$ cat src/rtl/cpu_dbg_pkg.sv
// Shared debug-controller definitions: FSM states and register-index constants.
package cpu_dbg_pkg;

  localparam int REG_IDX_W = 5;
  localparam logic [REG_IDX_W-1:0] PC_TAG = '0;

  typedef enum logic [2:0] {
    RSC_IDLE,
    RSC_RUN,
    RSC_CAPPC,
    RSC_SEND,
    RSC_SEL
  } rsc_state_e;

endpackage

$ cat src/rtl/rsc_down_counter.sv
// Loadable down-counter that saturates at zero; used for run length and settle time.
module rsc_down_counter #(
  parameter int W = 16
) (
  input  logic         clk,
  input  logic         rst,
  input  logic         load,
  input  logic         en,
  input  logic [W-1:0] load_val,
  output logic         zero
);

  logic [W-1:0] count;

  // Load has priority; decrement stops at zero so the count never wraps.
  always_ff @(posedge clk or posedge rst) begin
    if (rst)                   count <= '0;
    else if (load)             count <= load_val;
    else if (en && count != '0) count <= count - 1'b1;
  end

  assign zero = (count == '0);

endmodule

$ cat src/rtl/regscan_ctrl.sv
// Run/scan controller: runs the CPU for N cycles, freezes it, then streams PC
// and a register range out as a valid/ready word stream.
module regscan_ctrl
  import cpu_dbg_pkg::*;
#(
  parameter int RUN_W     = 16,
  parameter int FIRST_REG = 1,
  parameter int LAST_REG  = 31,
  parameter int SETTLE    = 1
) (
  input  logic                 clk,
  input  logic                 rst,
  input  logic                 start,
  input  logic [RUN_W-1:0]     run_cycles,
  output logic                 cpu_rstn,
  output logic                 cpu_en,
  output logic [REG_IDX_W-1:0] reg_sel,
  input  logic [31:0]          reg_data,
  input  logic [31:0]          pc,
  output logic                 out_valid,
  input  logic                 out_ready,
  output logic [REG_IDX_W-1:0] out_idx,
  output logic [31:0]          out_data,
  output logic                 out_last,
  output logic                 busy,
  output logic                 done
);

  localparam logic [REG_IDX_W-1:0] FIRST_IDX = REG_IDX_W'(FIRST_REG);
  localparam logic [REG_IDX_W-1:0] LAST_IDX  = REG_IDX_W'(LAST_REG);
  localparam logic [RUN_W-1:0]     SETTLE_LD = RUN_W'(SETTLE - 1);

  rsc_state_e       state, nxt;
  logic             accept;
  logic             run_load, run_en, run_zero;
  logic             set_load, set_en, set_zero;
  logic [RUN_W-1:0] run_ld_val;
  logic             on_pc;

  // Counter holds "cycles remaining after this one", so RUN exits when it reads zero.
  assign run_ld_val = (run_cycles == '0) ? '0 : run_cycles - 1'b1;

  rsc_down_counter #(.W(RUN_W)) u_run_cnt (
    .clk      (clk),
    .rst      (rst),
    .load     (run_load),
    .en       (run_en),
    .load_val (run_ld_val),
    .zero     (run_zero)
  );

  rsc_down_counter #(.W(RUN_W)) u_set_cnt (
    .clk      (clk),
    .rst      (rst),
    .load     (set_load),
    .en       (set_en),
    .load_val (SETTLE_LD),
    .zero     (set_zero)
  );

  // State register.
  always_ff @(posedge clk or posedge rst) begin
    if (rst) state <= RSC_IDLE;
    else     state <= nxt;
  end

  // Next-state and per-state strobes; cpu_en and out_valid come straight from the state.
  always_comb begin
    nxt       = state;
    accept    = 1'b0;
    cpu_en    = 1'b0;
    out_valid = 1'b0;
    run_load  = 1'b0;
    run_en    = 1'b0;
    set_load  = 1'b0;
    set_en    = 1'b0;
    case (state)
      RSC_IDLE: begin
        if (start) begin
          accept   = 1'b1;
          run_load = 1'b1;
          nxt      = (run_cycles == '0) ? RSC_CAPPC : RSC_RUN;
        end
      end
      RSC_RUN: begin
        cpu_en = 1'b1;
        run_en = 1'b1;
        if (run_zero) nxt = RSC_CAPPC;
      end
      RSC_CAPPC: nxt = RSC_SEND;
      RSC_SEND: begin
        out_valid = 1'b1;
        if (out_ready) begin
          nxt      = out_last ? RSC_IDLE : RSC_SEL;
          set_load = ~out_last;
        end
      end
      RSC_SEL: begin
        set_en = 1'b1;
        if (set_zero) nxt = RSC_SEND;
      end
      default: nxt = RSC_IDLE;
    endcase
  end

  assign busy = (state != RSC_IDLE);

  // Output word, register select, sticky CPU reset release and done pulse.
  always_ff @(posedge clk or posedge rst) begin
    if (rst) begin
      cpu_rstn <= 1'b0;
      reg_sel  <= '0;
      out_idx  <= '0;
      out_data <= '0;
      out_last <= 1'b0;
      done     <= 1'b0;
      on_pc    <= 1'b0;
    end else begin
      done <= 1'b0;
      if (accept) cpu_rstn <= 1'b1;
      case (state)
        RSC_CAPPC: begin
          out_data <= pc;
          out_idx  <= PC_TAG;
          out_last <= 1'b0;
          on_pc    <= 1'b1;
        end
        RSC_SEND: begin
          if (out_ready) begin
            if (out_last) begin
              done    <= 1'b1;
              reg_sel <= '0;
            end else begin
              reg_sel <= on_pc ? FIRST_IDX : reg_sel + 1'b1;
            end
          end
        end
        RSC_SEL: begin
          if (set_zero) begin
            out_data <= reg_data;
            out_idx  <= reg_sel;
            out_last <= (reg_sel == LAST_IDX);
            on_pc    <= 1'b0;
          end
        end
        default: ;
      endcase
    end
  end

endmodule

$ cat config.mk
export PLATFORM = sky130hd
export DESIGN_NAME = regscan_ctrl
export DESIGN_NICKNAME = d
export VERILOG_FILES = /design/src/rtl/cpu_dbg_pkg.sv /design/src/rtl/rsc_down_counter.sv /design/src/rtl/regscan_ctrl.sv
export SDC_FILE = /design/constraint.sdc
export NUM_CORES = 1
export LEC_CHECK = 0
export CORE_MARGIN = 2
export CORE_UTILIZATION = 48
export DETAILED_ROUTE_END_ITERATION = 16
export PLACE_DENSITY_LB_ADDON = 0.1
export SLEW_MARGIN = 20
export SYNTH_ARGS = -nofsm -noshare
export SYNTH_HDL_FRONTEND = slang
export SYNTH_SLANG_ARGS = --single-unit
$ cat constraint.sdc
create_clock -name clk -period 3.5 [get_ports clk]
set_clock_uncertainty 0.1 [all_clocks]
set_input_delay 0.7 -clock clk [delete_from_list [all_inputs] [get_ports clk]]
set_output_delay 0.7 -clock clk [all_outputs]
set_load 0.02 [all_outputs]
=== Word level (Yosys, flattened, before mapping) ===
Index checks and enable logic that the tools add are counted.

* Register bits after elaboration: 81
* Bits of input ports: 84
* Logic and storage cells: 71

* Add/sub/neg operators: 4
* Equal/unequal tests: 9
* Mux-type cells: 32
* Bitwise operators: 1
* Reductions and logical operators: 15

{| class="wikitable"
|+ Operators by type and width
! kind !! number
|-
| 16-bit two-way mux || 5
|-
| 32-bit case mux with 2 select lines || 1
|-
| 16-bit zero test || 3
|-
| 16-bit by 1-bit subtractor with 16-bit output, second input constant || 3
|-
| 32-bit two-way mux || 1
|-
| 16-bit nonzero test || 2
|-
| 3-bit two-way mux || 5
|-
| 5-bit two-way mux || 3
|-
| 3-bit case mux with 5 select lines || 1
|-
| 1-bit two-way mux || 12
|-
| 5-bit case mux with 2 select lines || 1
|-
| 2-bit inequality test, second input constant || 4
|-
| 3-bit by 2-bit == test with 1-bit output, second input constant || 2
|-
| 2-bit nonzero test || 3
|-
| 5-bit by 1-bit adder with 5-bit output, second input constant || 1
|-
| 5-bit == test, second input constant || 1
|-
| 1-bit case mux with 2 select lines || 2
|-
| 2-bit AND reduction || 2
|-
| 4-bit AND reduction || 1
|-
| 3-bit by 1-bit == test with 1-bit output, second input constant || 1
|-
| 3-bit == test, second input constant || 1
|-
| 3-bit zero test || 1
|-
| 3-bit nonzero test || 1
|-
| 1-bit logical AND || 2
|-
| 2 further kinds || 2
|}

=== Longest topological paths before layout ===
* Depth in word-level cells: 5
* Gate-level depth with buffers: 8
* Depth with buffers taken out: 7

=== Cells and area by module ===
From an unflattened synthesis, not the netlist that was laid out.

* Cells, all modules: 539
* Area total of the unflattened synthesis: 4740.8 um^2

{| class="wikitable"
|+ Modules (own cells, without submodules)
! module !! instances !! cells each !! area each (um^2) !! sequential area each (um^2)
|-
| regscan_ctrl || 1 || 294 || 2648.8 || 1226.2
|-
| rsc_down_counter (u_set_cnt) || 1 || 123 || 1057.3 || 400.4
|-
| rsc_down_counter (u_run_cnt) || 1 || 122 || 1034.7 || 400.4
|}

=== Least setup slack after synthesis ===
OpenSTA, ideal clock, no wires.

* Path kind: reg2reg
* Start: register u_set_cnt.count[5]
* End: register state[0]
* Arrival: 2179 ps
* Data required time: 3275 ps
* Slack: 1096 ps
* Cell stages (with the launch flop): 6
* Path through: dfrtp_1 > or4_4 > or4b_4 > o21ai_4 > and3_4 > mux2_4

* Word-level cells in the longest chain between the ends: 3

{| class="wikitable"
|+ RTL lines
! item !! RTL line !! RTL
|-
| from (decl) || rsc_down_counter.sv:13 || <nowiki>logic [W-1:0] count;</nowiki>
|-
| from (signal assigned) || rsc_down_counter.sv:18 || <nowiki>else if (load) count <= load_val;</nowiki>
|-
| from (signal assigned) || rsc_down_counter.sv:19 || <nowiki>else if (en && count != '0) count <= count - 1'b1;</nowiki>
|-
| 16-bit zero test || rsc_down_counter.sv:22 || <nowiki>assign zero = (count == '0);</nowiki>
|-
| 2-bit inequality test (no line) || - ||
|-
| 4-bit AND reduction (no line) || - ||
|-
| to (signal assigned) || regscan_ctrl.sv:64 || <nowiki>else state <= nxt;</nowiki>
|-
| to (decl) || regscan_ctrl.sv:33 || <nowiki>rsc_state_e state, nxt;</nowiki>
|}

Every way passes these cells.
A chain may end at the register's enable or synchronous reset.

=== Worst setup path after layout ===
* Start: register state[0]
* End: output port cpu_en

* Word-level cells in the longest chain between the ends: 2

{| class="wikitable"
|+ RTL lines
! item !! RTL line !! RTL
|-
| 3-bit by 1-bit == test with 1-bit output || regscan_ctrl.sv:77 || <nowiki>case (state)</nowiki>
|-
| 1-bit two-way mux || regscan_ctrl.sv:77 ||
|-
| to (decl) || regscan_ctrl.sv:16 || <nowiki>output logic cpu_en,</nowiki>
|}

Every way passes these cells.

==> Implementation_results.wiki <==
{| class="wikitable"
! Metric !! Value
|-
| Highest achievable clock rate || 349.6 MHz
|-
| Critical path required time || 2.70 ns
|-
| Slew HR || 52.54%
|-
| Critical-path cell with the highest stage delay || dfrtp_1
|-
| Prevailing post-synth register cell || dfrtp_1
|-
| CP Cell Sequence || nor3b_2 -> buf_4 -> clkdlybuf4s50_1
|-
| Post-DR vias/cell || 5.460
|-
| Die outline area || around 0.010 mm2
|-
| Share of the clock period used by the worst path || approximately 82%
|-
| Beginning of the worst register-to-register path || u_run_cnt.count[8]
|-
| Clock-pin slew on the worst setup and hold paths || 0.08 ns
|-
| Critical path endpoint category || output pin
|-
| Number of enable flip-flop cells after synthesis || 0
|-
| H-tree Lvls || 3
|-
| Routability congestion estimate || 0.8288
|-
| Post-synthesis cell area || 0.004594 mm2
|-
| Clock buffer count from CTS || 9
|-
| Classification of the worst setup path || reg2out
|-
| Period minus WS final || 2.861 ns
|-
| Combined buffer and inverter count along the critical path || 2
|-
| Kind of start point of the critical path || flip-flop
|-
| Total detailed-routing wirelength || 11,480 um
|-
| Worst IR drop on VDD || 0.0002112 V
|-
| Hold Crit Start || cpu_rstn
|-
| Total Negative Setup Slacks || 0 ns
|-
| Post-synthesis sequential area ratio || 44.12%
|-
| Initial DRC count || 164
|-
| Total of flip-flops plus latches after synthesis || just over 80
|-
| Antenna violation net count after detailed routing || 0
|-
| Count of unique library cells instantiated by Yosys || 60
|-
| Kind of cell adding the most delay to the critical path || buffers and inverters
|-
| Arrival time reported for the critical path endpoint || 2.06 ns
|-
| DRT Pass-1 Iters || 4
|-
| Hold Fails Final Rpt || 0
|-
| Buffers added on ports || 131
|-
| Net switching fraction of the power || 22.53%
|-
| Internal Dissipation || 1364 uW
|-
| Mean Syn Cell Area || 9.693 um2
|-
| Async S/R FF share, synth || 100.0%
|-
| Leak || roughly 0.0026 uW
|-
| Number of nets produced by synthesis || 566
|-
| Height of the chip || 101.8 um
|-
| Number of diodes added for antenna fixing || 0
|-
| Fin Hold WS || about 0.38 ns
|-
| Total global-route track usage || between 20% and 30%
|-
| Max-cap check violation count || 0
|-
| Final core area utilization || 67.05%
|-
| Combinational Power Share || 9.0%
|-
| Final net count || about 700
|-
| Layout cells sized above 1 || 8.264%
|-
| Number of max-slew violations in the final report || 0
|-
| Status || complete, no violations
|-
| Standard cell area after detailed placement || 0.006037 mm2
|-
| Final setup violation count || 0
|-
| Detailed-placement wirelength estimate || 8552 um
|-
| Count of hold-fix buffers inserted at cts || 0
|-
| Count of warnings emitted by yosys || 0
|-
| Number of placement rows || 35
|-
| First-pass GRT wire length || 18,240 um
|-
| Least-Margin Pin Slew || 0.7020 ns
|-
| Area grow syn2layout || 35.48%
|-
| Unrepaired setup endpoints after global routing || false
|-
| Share of power burned in registers || 53.1%
|-
| Total power of the final layout || between 1500 and 2000 uW
|-
| Hold crit path type || reg2reg
|-
| Number of global-route vias before repair || 3,692
|-
| CTS resizes || 0
|-
| Power Dens Cells || ~280 mW/mm2
|-
| Buffers inserted by post-CTS timing repair || 0
|-
| Sink count of the clock tree || 81
|-
| Largest fanout on the critical path || 14
|-
| Die W || 101.8 um
|-
| Number of remaining DRC errors || 0
|-
| Largest net degree at the start of global routing || 65
|-
| Largest incremental delay on the critical path || about 0.64 ns
|-
| Ports placed on the boundary || 132
|-
| Skew-Pair Late Insertion Delay || 0.35 ns
|-
| Largest buffer count on any clock path || 2
|-
| Core footprint || 0.009284 mm2
|-
| Root buffer cell || clkbuf_8
|-
| Fraction of power consumed by the clock network || between 30% and 40%
|-
| Startpoint of the most critical setup path || state[0]
|-
| Initial Utilization || 49.49%
|-
| TritonCTS clock tree || done
|-
| Number of instances in the synthesized netlist || approximately 470
|-
| Net load switching power || 396.4 uW
|-
| Number of antenna violations at the first check in global routing || 0
|-
| WL per Instance || roughly 16 um
|-
| Via count of the routed design || between 4k and 5k
|-
| Final global-route overflow total || 0
|-
| Post-route standard cell area excluding fillers || 0.006225 mm2
|}
-- per-stage QoR --
| stage | worst slack, ns | instances |
|---|---|---|
| 2_1_floorplan | 0.6199 | 474 |
| 3_3_place_gp | 0.6375 | 718 |
| 3_5_place_dp | 0.6122 | 718 |
| 4_1_cts | 0.6232 | 734 |
| 5_1_grt | 0.4985 | 734 |
| 6_report | 0.6395 | 734 |
-- cell families after synthesis --
| group | synth area share (%) |
|---|---|
| AO/OA/AOI/OAI | 17.87 |
| XOR/XNOR | 2.859 |
| adder cells (fa/ha/maj) | 2.179 |
| buffers and inverters | 3.622 |
| flip-flops | 44.12 |
| multiplexers | 8.388 |
| AND/OR/NAND/NOR | 20.97 |
-- cell usage in the layout (no fill, tap or decap), types with 5 or more instances in the layout --
cell	instances
o211ai_1	8
nand3_1	13
clkdlybuf4s50_1	131
dfrtp_1	81
a21oi_1	7
o31ai_1	7
nand2_1	62
xor2_1	11
mux2i_1	37
o22ai_1	5
or2_2	7
nor3_1	12
clkbuf_8	9
o21ai_0	53
inv_1	10
or4_1	9
or3_1	11
ha_1	8
o21a_1	5
nor4_1	10
nor2_1	24
a22oi_1	7
o311ai_0	7
-- per-layer routing --
| metal | routed length, um | track usage, % | up-vias |
|---|---|---|---|
| met1 | 5135 | 29.30 | 1880 |
| li1 | - | - | 2008 |
| met3 | 671 | 4.788 | 6 |
| met5 | 0 | 0 | - |
| met4 | 86 | 6.462 | 0 |
| met2 | 5586 | 37.65 | 114 |
-- cell usage after synthesis (2+ instances only) --
cell type | number | area share, %
inv_1 | 11 | 0.90
a22oi_1 | 7 | 1.1
xor2_1 | 11 | 2.1
dfrtp_1 | 81 | 44
mux2i_1 | 37 | 8.1
clkbuf_1 | 16 | 1.3
a211oi_1 | 3 | 0.49
nor3_1 | 13 | 1.4
nand4b_1 | 2 | 0.38
nor4_1 | 10 | 1.4
o21ai_0 | 53 | 5.8
o22ai_1 | 5 | 0.68
o311ai_0 | 7 | 1.3
and3_1 | 2 | 0.27
nand4_1 | 4 | 0.54
nand3_1 | 13 | 1.4
o31ai_1 | 7 | 1.1
a31oi_1 | 3 | 0.41
ha_1 | 8 | 2.2
a21oi_1 | 7 | 0.76
nand2_1 | 62 | 5.1
nor2_1 | 24 | 2.0
o221a_2 | 3 | 0.74
o21a_1 | 5 | 0.82
o211ai_1 | 8 | 1.3
xnor2_1 | 4 | 0.76
o31a_1 | 2 | 0.38
nor3b_1 | 2 | 0.33
clkbuf_8 | 2 | 0.60
buf_6 | 3 | 0.74
or4_4 | 2 | 0.49
or4_1 | 9 | 1.5
o21ai_4 | 2 | 0.71
and2_1 | 4 | 0.54
or2_2 | 7 | 0.95
or3_1 | 11 | 1.5
-- power by group through the flow --
stage,Sequential [uW],Combinational (uW),Clock [uW]
2_1_floorplan,954,40.2,0
3_3_place_gp,954,156,0
3_5_place_dp,954,159,0
4_1_cts,935,160,683
5_1_grt,935,171,722
6_report,935,158,667
-- cell type report --
class	instances	area [um2]
clock buffers	11	131.4
clock inverters	5	56.30
fillers	774	3059
inverters	11	42.54
multi-input cells	360	2425
flip-flops and latches	81	2027
well taps	129	161.4
repair buffers	137	1381
-- final timing paths --
kind	endpoint	slack, ns	depth (start not counted)
worst max register to register	state[0]	0.84	5
worst min-delay path	cpu_rstn	0.38	1
min in group asynchronous	out_data[13]	0.66	2
max in group asynchronous	out_idx[1]	1.99	3
worst min register to register	cpu_rstn	0.38	1
worst max-delay path	cpu_en	0.64	3
-- sequential cells by signal, summed over array words and instances (netlist names) --
name and cells:
out_data 32, out_idx 5, done 1, cpu_rstn 1
reg_sel 5, u_run_cnt.count 16, on_pc 1, u_set_cnt.count 16
state 3, out_last 1
(Power assumes the default switching activity.)
